`src/rtl/keypad_scan.sv`:
```
`default_nettype none
// ============================================================================
// Module   : keypad_scan
// Brief    : 4x4 matrix keypad scanner with whole-sweep debouncing, hex key
//            code output, one-cycle accept strobe, sticky ready flag and a
//            16-bit shift register of the last four accepted digits.
// Revision : 1.0 - initial release
// ============================================================================
module keypad_scan #(
    parameter logic [15:0] SCAN_DIV     = 16'd50000,
    parameter int          DEBOUNCE_CNT = 4
) (
    input  logic        clk,
    input  logic        rst,
    input  logic [3:0]  row,
    output logic [3:0]  col,
    input  logic        key_ack,
    input  logic        num_clr,
    output logic [3:0]  key_code,
    output logic        key_valid,
    output logic        key_ready,
    output logic        key_down,
    output logic [15:0] num
);

    localparam logic [3:0] DB_LIMIT = 4'(DEBOUNCE_CNT);

    typedef enum logic [1:0] {
        S_IDLE     = 2'd0,
        S_DEBOUNCE = 2'd1,
        S_HELD     = 2'd2,
        S_RELEASE  = 2'd3
    } state_t;

    logic [3:0]  row_meta_q;
    logic [3:0]  row_sync_q;
    logic [15:0] div_cnt_q;
    logic [3:0]  col_sel_q;
    logic [15:0] map_q;

    logic        tick;
    logic        sweep_end;
    logic [1:0]  col_idx;
    logic [15:0] map_full;
    logic [4:0]  hit_cnt;
    logic [3:0]  hit_code;
    logic        is_none;
    logic        is_single;

    state_t      state_q, state_d;
    logic [3:0]  cnt_q, cnt_d;
    logic [3:0]  cand_q, cand_d;
    logic        accept;

    logic [3:0]  key_code_q;
    logic        key_valid_q;
    logic        key_ready_q;
    logic [15:0] num_q;

    assign tick      = (div_cnt_q == SCAN_DIV - 16'd1);
    assign sweep_end = tick && col_sel_q[3];

    // Two-flop synchronizer for the asynchronous, active-low row inputs
    always_ff @(posedge clk) begin
        if (rst) begin
            row_meta_q <= 4'b1111;
            row_sync_q <= 4'b1111;
        end else begin
            row_meta_q <= row;
            row_sync_q <= row_meta_q;
        end
    end

    // Binary index of the column currently being driven
    always_comb begin
        col_idx = 2'd0;
        unique case (col_sel_q)
            4'b0001: col_idx = 2'd0;
            4'b0010: col_idx = 2'd1;
            4'b0100: col_idx = 2'd2;
            default: col_idx = 2'd3;
        endcase
    end

    // Sweep map including the current column's sample, then classify it
    always_comb begin
        map_full = map_q;
        for (int r = 0; r < 4; r++) begin
            map_full[{2'(r), col_idx}] = ~row_sync_q[r];
        end
        hit_cnt  = 5'd0;
        hit_code = 4'd0;
        for (int i = 0; i < 16; i++) begin
            if (map_full[i]) begin
                hit_cnt  = hit_cnt + 5'd1;
                hit_code = 4'(i);
            end
        end
        is_none   = (hit_cnt == 5'd0);
        is_single = (hit_cnt == 5'd1);
    end

    // Column divider, column rotation and per-sweep map capture
    always_ff @(posedge clk) begin
        if (rst) begin
            div_cnt_q <= 16'd0;
            col_sel_q <= 4'b0001;
            map_q     <= 16'd0;
        end else if (tick) begin
            div_cnt_q <= 16'd0;
            col_sel_q <= {col_sel_q[2:0], col_sel_q[3]};
            map_q     <= sweep_end ? 16'd0 : map_full;
        end else begin
            div_cnt_q <= div_cnt_q + 16'd1;
        end
    end

    // Debounce FSM state register
    always_ff @(posedge clk) begin
        if (rst) begin
            state_q <= S_IDLE;
            cnt_q   <= 4'd0;
            cand_q  <= 4'd0;
        end else begin
            state_q <= state_d;
            cnt_q   <= cnt_d;
            cand_q  <= cand_d;
        end
    end

    // Debounce FSM next state; transitions happen only at sweep end
    always_comb begin
        state_d = state_q;
        cnt_d   = cnt_q;
        cand_d  = cand_q;
        accept  = 1'b0;
        if (sweep_end) begin
            case (state_q)
                S_IDLE: begin
                    if (is_single) begin
                        cand_d = hit_code;
                        if (DB_LIMIT == 4'd1) begin
                            accept  = 1'b1;
                            state_d = S_HELD;
                            cnt_d   = 4'd0;
                        end else begin
                            state_d = S_DEBOUNCE;
                            cnt_d   = 4'd1;
                        end
                    end
                end
                S_DEBOUNCE: begin
                    if (is_single && (hit_code == cand_q)) begin
                        if (cnt_q + 4'd1 == DB_LIMIT) begin
                            accept  = 1'b1;
                            state_d = S_HELD;
                            cnt_d   = 4'd0;
                        end else begin
                            cnt_d = cnt_q + 4'd1;
                        end
                    end else begin
                        state_d = S_IDLE;
                        cnt_d   = 4'd0;
                    end
                end
                S_HELD: begin
                    // No auto-repeat: any key activity simply keeps us here
                    if (is_none) begin
                        if (DB_LIMIT == 4'd1) begin
                            state_d = S_IDLE;
                            cnt_d   = 4'd0;
                        end else begin
                            state_d = S_RELEASE;
                            cnt_d   = 4'd1;
                        end
                    end
                end
                default: begin
                    if (is_none) begin
                        if (cnt_q + 4'd1 == DB_LIMIT) begin
                            state_d = S_IDLE;
                            cnt_d   = 4'd0;
                        end else begin
                            cnt_d = cnt_q + 4'd1;
                        end
                    end else begin
                        state_d = S_HELD;
                        cnt_d   = 4'd0;
                    end
                end
            endcase
        end
    end

    // Accept actions, ready flag handshake and digit shift register
    always_ff @(posedge clk) begin
        if (rst) begin
            key_code_q  <= 4'd0;
            key_valid_q <= 1'b0;
            key_ready_q <= 1'b0;
            num_q       <= 16'd0;
        end else begin
            key_valid_q <= accept;
            if (accept) begin
                key_code_q <= cand_d;
            end
            // A new key outranks a simultaneous acknowledge
            if (accept) begin
                key_ready_q <= 1'b1;
            end else if (key_ack) begin
                key_ready_q <= 1'b0;
            end
            // A clear outranks a simultaneous shift-in
            if (num_clr) begin
                num_q <= 16'd0;
            end else if (accept) begin
                num_q <= {num_q[11:0], cand_d};
            end
        end
    end

    assign col       = ~col_sel_q;
    assign key_code  = key_code_q;
    assign key_valid = key_valid_q;
    assign key_ready = key_ready_q;
    assign key_down  = (state_q == S_HELD) || (state_q == S_RELEASE);
    assign num       = num_q;

endmodule
`default_nettype wire

```
`config.mk`:
```
export PLATFORM = sky130hd
export DESIGN_NAME = keypad_scan
export DESIGN_NICKNAME = d
export VERILOG_FILES = /design/src/rtl/keypad_scan.sv
export SDC_FILE = /design/constraint.sdc
export NUM_CORES = 1
export LEC_CHECK = 0
export ABC_CLOCK_PERIOD_IN_PS = 22400
export CORE_UTILIZATION = 55
export CTS_CLUSTER_DIAMETER = 120
export DETAILED_ROUTE_END_ITERATION = 8
export GPL_TIMING_DRIVEN = 0
export PLACE_DENSITY_LB_ADDON = 0.12
export SYNTH_ARGS = -nofsm -noshare
export SYNTH_HDL_FRONTEND = slang
export SYNTH_SLANG_ARGS = --single-unit
export TNS_END_PERCENT = 50
```
`constraint.sdc`:
```
create_clock -name clk -period 22.4 [get_ports clk]
set_clock_uncertainty 0.1 [all_clocks]
set_input_delay 4.48 -clock clk [delete_from_list [all_inputs] [get_ports clk]]
set_output_delay 4.48 -clock clk [all_outputs]
set_load 0.05 [all_outputs]
```
==> After elaboration in Yosys (flattened, before gate mapping) <==
Cells that the tools add are included.
{ "totals": {"ff_bits": 76, "output_inout_bits": 27, "input_bits": 8, "elab_cells": 137} }
{ "op_classes": {"magnitude_cmp": 8, "n_mux": 67, "reduce_logical": 14, "eq_ne": 14, "n_bitwise": 5, "n_addsub": 17} }
{ "op_table": {"columns": ["cell", "n"], "rows": [
  ["4-bit 2-to-1 mux", 22],
  ["5-bit by 1-bit adder with 5-bit output, second input constant", 15],
  ["5-bit 2-to-1 mux", 15],
  ["16-bit bitwise mux", 4],
  ["16-bit by 1-bit adder with 16-bit output, second input constant", 1],
  ["16-bit == test, second input constant", 1],
  ["16-bit 2-to-1 mux", 1],
  ["1-bit 2-to-1 mux", 12],
  ["2-bit 2-to-1 mux", 6],
  ["2-bit one-hot mux with 3 select lines", 2],
  ["4-bit one-hot mux with 3 select lines", 1],
  ["4-bit by 5-bit < comparator with 1-bit output, second input constant", 2],
  ["1-bit demux with 2-bit select", 4],
  ["4-bit by 3-bit == test with 1-bit output, second input constant", 2],
  ["4-bit by 1-bit greater-or-equal comparator with 1-bit output, second input constant", 2],
  ["1-bit logical AND", 6],
  ["5-bit by 1-bit == test with 1-bit output, second input constant", 1],
  ["5-bit logical NOT", 1],
  ["2-bit by 5-bit < comparator with 1-bit output, second input constant", 1],
  ["3-bit by 5-bit < comparator with 1-bit output, second input constant", 1],
  ["5-bit by 1-bit != test with 1-bit output, second input constant", 1],
  ["5-bit AND reduction", 1],
  ["4-bit by 1-bit adder with 4-bit output, second input constant", 1],
  ["2-bit == test, second input constant", 2],
  ["other kinds (15)", 20]
]} }

==> Depth between registers and ports, before layout <==
{ "logic_depth": {"depth_word": 47, "depth_mapped": 59, "mapped_depth_nobuf": 57} }

==> Worst setup path after synthesis <==
No wires, ideal clock.
{ "synth_path": {"path_type": "register -> register", "start": "register col_sel_q[2]", "end": "register key_code_q[0], in the netlist key_code[0]", "t_arrival_ps": 10905, "path_slack_ps": 11279, "period_less_slack_ps": 11121, "stages_incl_launch_ff": 57, "path_cell_list": "dfxtp_1 > buf_2 > nor4b_2 > nand2_1 > o21ai_0 > inv_1 > ha_1 > xor2_2 > ha_1 > a21boi_0 > a21oi_1 > inv_1 > ha_1 > nand2_1 > o21ai_0 > ha_1 > o22ai_1 > nor2_1 > [21 not listed] > nor2_1 > ha_1 > nand2_1 > o31a_1 > inv_1 > ha_1 > nor2_1 > a21oi_1 > ha_1 > nor2_1 > nand2_1 > or3b_1 > or3b_1 > a311o_1 > buf_2 > a2111oi_4 > mux2_4 > a31o_1"} }
{ "synth_between": {"elab_chain_cells": 46, "elab_cells_between_ends": 83, "cone_classes": "add/sub: 15; order compare: 8; eq/ne: 5; mux: 50; reduce/logical: 5"} }
{ "synth_lines": {"columns": ["item", "line", "source"], "rows": [
  ["start: declaration", "38", "logic [3:0] col_sel_q;"],
  ["start signal: assignment", "111", "col_sel_q <= {col_sel_q[2:0], col_sel_q[3]};"],
  ["4-bit by 3-bit == test with 1-bit output, or another cell as far along", "77", "unique case (col_sel_q)"],
  ["2-bit one-hot mux with 3 select lines *", "77", null],
  ["2-bit by 5-bit < comparator with 1-bit output (not written as such) / 2-bit by 1-bit greater-or-equal comparator with 1-bit output (equally long branches)", "89", "map_full[{2'(r), col_idx}] = ~row_sync_q[r];"],
  ["1-bit logical AND (not written as such)", "89", null],
  ["1-bit 2-to-1 mux (not written as such)", "89", null],
  ["1-bit demux with 2-bit select", "89", null],
  ["16-bit bitwise mux (3 in series)", "89", null],
  ["16-bit bitwise mux *", "89", null],
  ["[28 not listed]", null, null],
  ["5-bit 2-to-1 mux", "94", "if (map_full[i]) begin"],
  ["5-bit by 1-bit adder with 5-bit output", "95", "hit_cnt = hit_cnt + 5'd1;"],
  ["5-bit 2-to-1 mux", "94", null],
  ["5-bit by 1-bit == test with 1-bit output", "100", "is_single = (hit_cnt == 5'd1);"],
  ["1-bit logical AND", "153", "if (is_single && (hit_code == cand_q)) begin"],
  ["1-bit 2-to-1 mux", "153", null],
  ["1-bit 2-to-1 mux", "138", "case (state_q)"],
  ["1-bit 2-to-1 mux", "137", "if (sweep_end) begin"],
  ["end signal: assignment", "205", "key_code_q <= cand_d;"],
  ["end: declaration", "55", "logic [3:0] key_code_q;"]
]} }
Mark *: on every way between the ends. The rest lies on a longest branch, timed or not.
A chain may end at the register's enable or synchronous reset.

==> Final worst setup path <==
{ "layout_path": {"start": "register col_sel_q[2]", "end": "register num_q[0], in the netlist num[0]"} }
{ "layout_between": {"elab_chain_cells": 46, "elab_cells_between_ends": 83, "cone_classes": "add/sub: 15; order compare: 8; eq/ne: 5; mux: 50; reduce/logical: 5"} }
{ "layout_lines": {"columns": ["item", "line", "source"], "rows": [
  ["4-bit by 3-bit == test with 1-bit output, or another cell as far along", "77", null],
  ["2-bit one-hot mux with 3 select lines *", "77", null],
  ["2-bit by 5-bit < comparator with 1-bit output (not written as such) / 2-bit by 1-bit greater-or-equal comparator with 1-bit output (equally long branches)", "89", null],
  ["1-bit logical AND (not written as such)", "89", null],
  ["1-bit 2-to-1 mux (not written as such)", "89", null],
  ["1-bit demux with 2-bit select", "89", null],
  ["16-bit bitwise mux (3 in series)", "89", null],
  ["16-bit bitwise mux *", "89", null],
  ["[28 not listed]", null, null],
  ["5-bit 2-to-1 mux", "94", null],
  ["5-bit by 1-bit adder with 5-bit output", "95", null],
  ["5-bit 2-to-1 mux", "94", null],
  ["5-bit by 1-bit == test with 1-bit output", "100", null],
  ["1-bit logical AND", "153", null],
  ["1-bit 2-to-1 mux", "153", null],
  ["1-bit 2-to-1 mux", "138", null],
  ["1-bit 2-to-1 mux", "137", null],
  ["end signal: assignment", "217", "num_q <= {num_q[11:0], cand_d};"],
  ["end: declaration", "58", "logic [15:0] num_q;"]
]} }
Marked as above.

==> summary.txt <==
Crit Path Max Fanout: 10
global-route usage over all layers: 24.6%
Seq cells post-synth: 76
vias after detailed routing: 4519
crit path DAT: 12.61 ns
remaining global-route overflow: 0
CTS clk-pin slew, worst paths: 0.08 ns
Hold WS: 0.309 ns
RePlAce Congestion: 0.862
Post-CTS Setup Inserts: 0
# setup viols final: 0
core area: 0.00885 mm^2
R2R Path Start: col_sel_q[2]$_SDFFE_PP0N_
largest net degree at the start of global routing: 13
vias in the first global route: 4298
PostCTS Resize Cnt: 0
hold path start: row_meta_q[0]$_SDFF_PP1_
average wire per standard cell: 14.4 um
drt drc: 0
Leakage: 2.27 nW
die footprint: 0.00962 mm^2
Hold Crit Depth: 1
Max rail drop VDD: 0.0343 mV
# rows: 34
synthesized area per cell: 8.22 um^2
synth cell count leaders: nand2_1, dfxtp_1, nor2_1, a21oi_1, o21ai_0
Initial Utilization: 57.4%
cts hold-fix bufs: 0
Worst Tran Pin Value: 1.03 ns
Die W: 98.1 um
initial DRC count: 162
I/O pin cnt: 35
top cells by area, synth: dfxtp_1, mux2i_1, nand2_1, ha_1, nor2_1
CTS tree: yes
Root Buffer: clkbuf_8
final cycle utilization of the critical path: 55.6%
yosys warns: 0
Hold Crit Class: flop to flop
PortBufs: 33
Hold EP: row_sync_q[0]$_SDFF_PP1_
Bufs on Longest Clock Path: 2
DP Cell Count: 759
area grow syn2layout: 12.5%
clk_lat worst skew: 0.35 ns
min cycle time layout: 12.46 ns
Synth Cell Area: 0.00508 mm^2
H-Tree Level Count: 3
pwr dens: 44.1 mW/mm^2
most used cell, CP: ha_1
Yosys top cell area share: 30.0%
CP startpoint kind: flop
r2r setup slk: 9.94 ns
hpwl dp: 8570 um
Hold Vio Cnt, Final: 0
Finished Layout Cells: 774
Antenna Nets Post-Route: 0
Total Routed Length: 11200 um
syn nets: 648
number of flops mapped to enable cells by yosys: 0
layout cells sized above 1: 7.96%
r2r worst-path depth: 58
Die Y: 98.1 um
top-count cell post-synth: nand2_1
Async SR Flop Fraction: 0%
max-slew violation count: 0
DR vias/cell: 5.84
number of fill cells: 771
max incr delay on CP: 0.91 ns
setup TNS: 0 ns
ant diodes: 0
initial antenna violation count: 0
Netlist cell types: 69
total CTS buffers: 9
unrepaired setup endpoints after global routing: false
first-pass GRT wire length: 19400 um
Yosys top cell by area: dfxtp_1
DR pass1 iterations: 4
CTS sink count: 76
Worst path slowest cell: nor4b_2
Layout Nets: 692
Top FF cell, synth: dfxtp_1
fin util: 64.6%
Reg2Reg Capture Point: num[0]$_SDFFE_PP0P_
Setup CP Type: flop to flop
Mapped Cells: 618
sequential share of the synthesized area: 30.0%
status: finished, final reports clean
fmax: 80.2 MHz
crit end category: flop
Req. time, crit path: 22.55 ns
max_cap viols: 0
Slew HR: 31.1%
[routing by layer]
metal | wire length, um | share of wire [%] | global-route usage [%]
met3 | 354 | 3.2 | 4.08
met1 | 5220 | 47 | 31.1
met2 | 5470 | 49 | 42.2
met4 | 142 | 1.3 | 8.62
met5 | 0 | 0 | 0
[sequential cells by signal, summed over array words and instances (netlist names)]
name / cells
div_cnt_q: 16
map_q: 16
num: 16
cand_q: 4
cnt_q: 4
col_sel_q: 4
key_code: 4
row_meta_q: 4
row_sync_q: 4
state_q: 2
key_ready: 1
key_valid: 1
[metrics by stage]
step | setup slack, ns | instance area (um^2) | power, mW
floorplan | 11.28 | 5080 | 0.158
global placement | 10.22 | 5540 | 0.163
detailed placement | 10.05 | 5540 | 0.164
CTS | 9.99 | 5710 | 0.254
global route | 9.09 | 5710 | 0.262
finish | 9.94 | 5710 | 0.252
[worst max path at each step]
stage / start / depth (start not counted) / endpoint / slack (ns)
4_1_cts: col_sel_q[2]$_SDFFE_PP0N_ / 56 / num[0]$_SDFFE_PP0P_ / 9.99
5_1_grt: col_sel_q[1]$_SDFFE_PP0N_ / 56 / num[2]$_SDFFE_PP0P_ / 9.09
2_1_floorplan: col_sel_q[2]$_SDFFE_PP0N_ / 56 / key_code[0]$_SDFFE_PP0P_ / 11.28
3_5_place_dp: col_sel_q[1]$_SDFFE_PP0N_ / 57 / num[15]$_SDFFE_PP0P_ / 10.05
6_report: col_sel_q[2]$_SDFFE_PP0N_ / 58 / num[0]$_SDFFE_PP0P_ / 9.94
3_3_place_gp: col_sel_q[2]$_SDFFE_PP0N_ / 56 / num[0]$_SDFFE_PP0P_ / 10.22
[layout make-up]
class,instances,area [um^2],share of cell area (%)
Clock buffer,11,141,2.48
Timing Repair Buffer,33,330,5.78
Buffer,19,85.1,1.49
Sequential cell,76,1520,26.6
Tap cell,108,135,2.37
Multi-Input combinational cell,494,3360,58.9
Clock inverter,4,26.3,0.460
Inverter,29,109,1.91
[cell usage in the layout, fill, tap and decap left out, types with 27 or more instances in the layout]
cell type and n:
clkdlybuf4s50_1 33, xor2_1 27, dfxtp_1 76, o21ai_0 33, nand2_1 78, nor2_1 68, a21oi_1 35, mux2i_1 30
inv_1 28
[cells by family after synthesis]
group                      share of synthesized area, %
and+or+nand+nor                                    23.0
AOI/OAI and AO/OA                                  17.9
DFF                                                30.0
xor gates and xnor gates                           12.7
buffers and inverters                              3.82
muxes                                              7.14
adders and majority gates                          5.42
[worst max-delay path, delay by kind of cell (launching register included)]
| family | cells | cell delay (ns) |
|---|---|---|
| compound gates | 16 | 3.60 |
| fa+ha+maj | 14 | 4.01 |
| buf+inv | 6 | 0.66 |
| flops | 1 | 0.30 |
| mux | 1 | 0.36 |
| simple gates | 21 | 3.29 |
[power breakdown]
group          switching, mW  leakage, nW  internal [mW]  total [mW]
registers           0.000846        0.614          0.136       0.137
clock network         0.0485       0.0852         0.0424      0.0909
logic                 0.0142         1.57        0.00982      0.0240
total                 0.0635         2.27          0.188       0.252
Note: power is estimated with default switching activity, not from simulation.
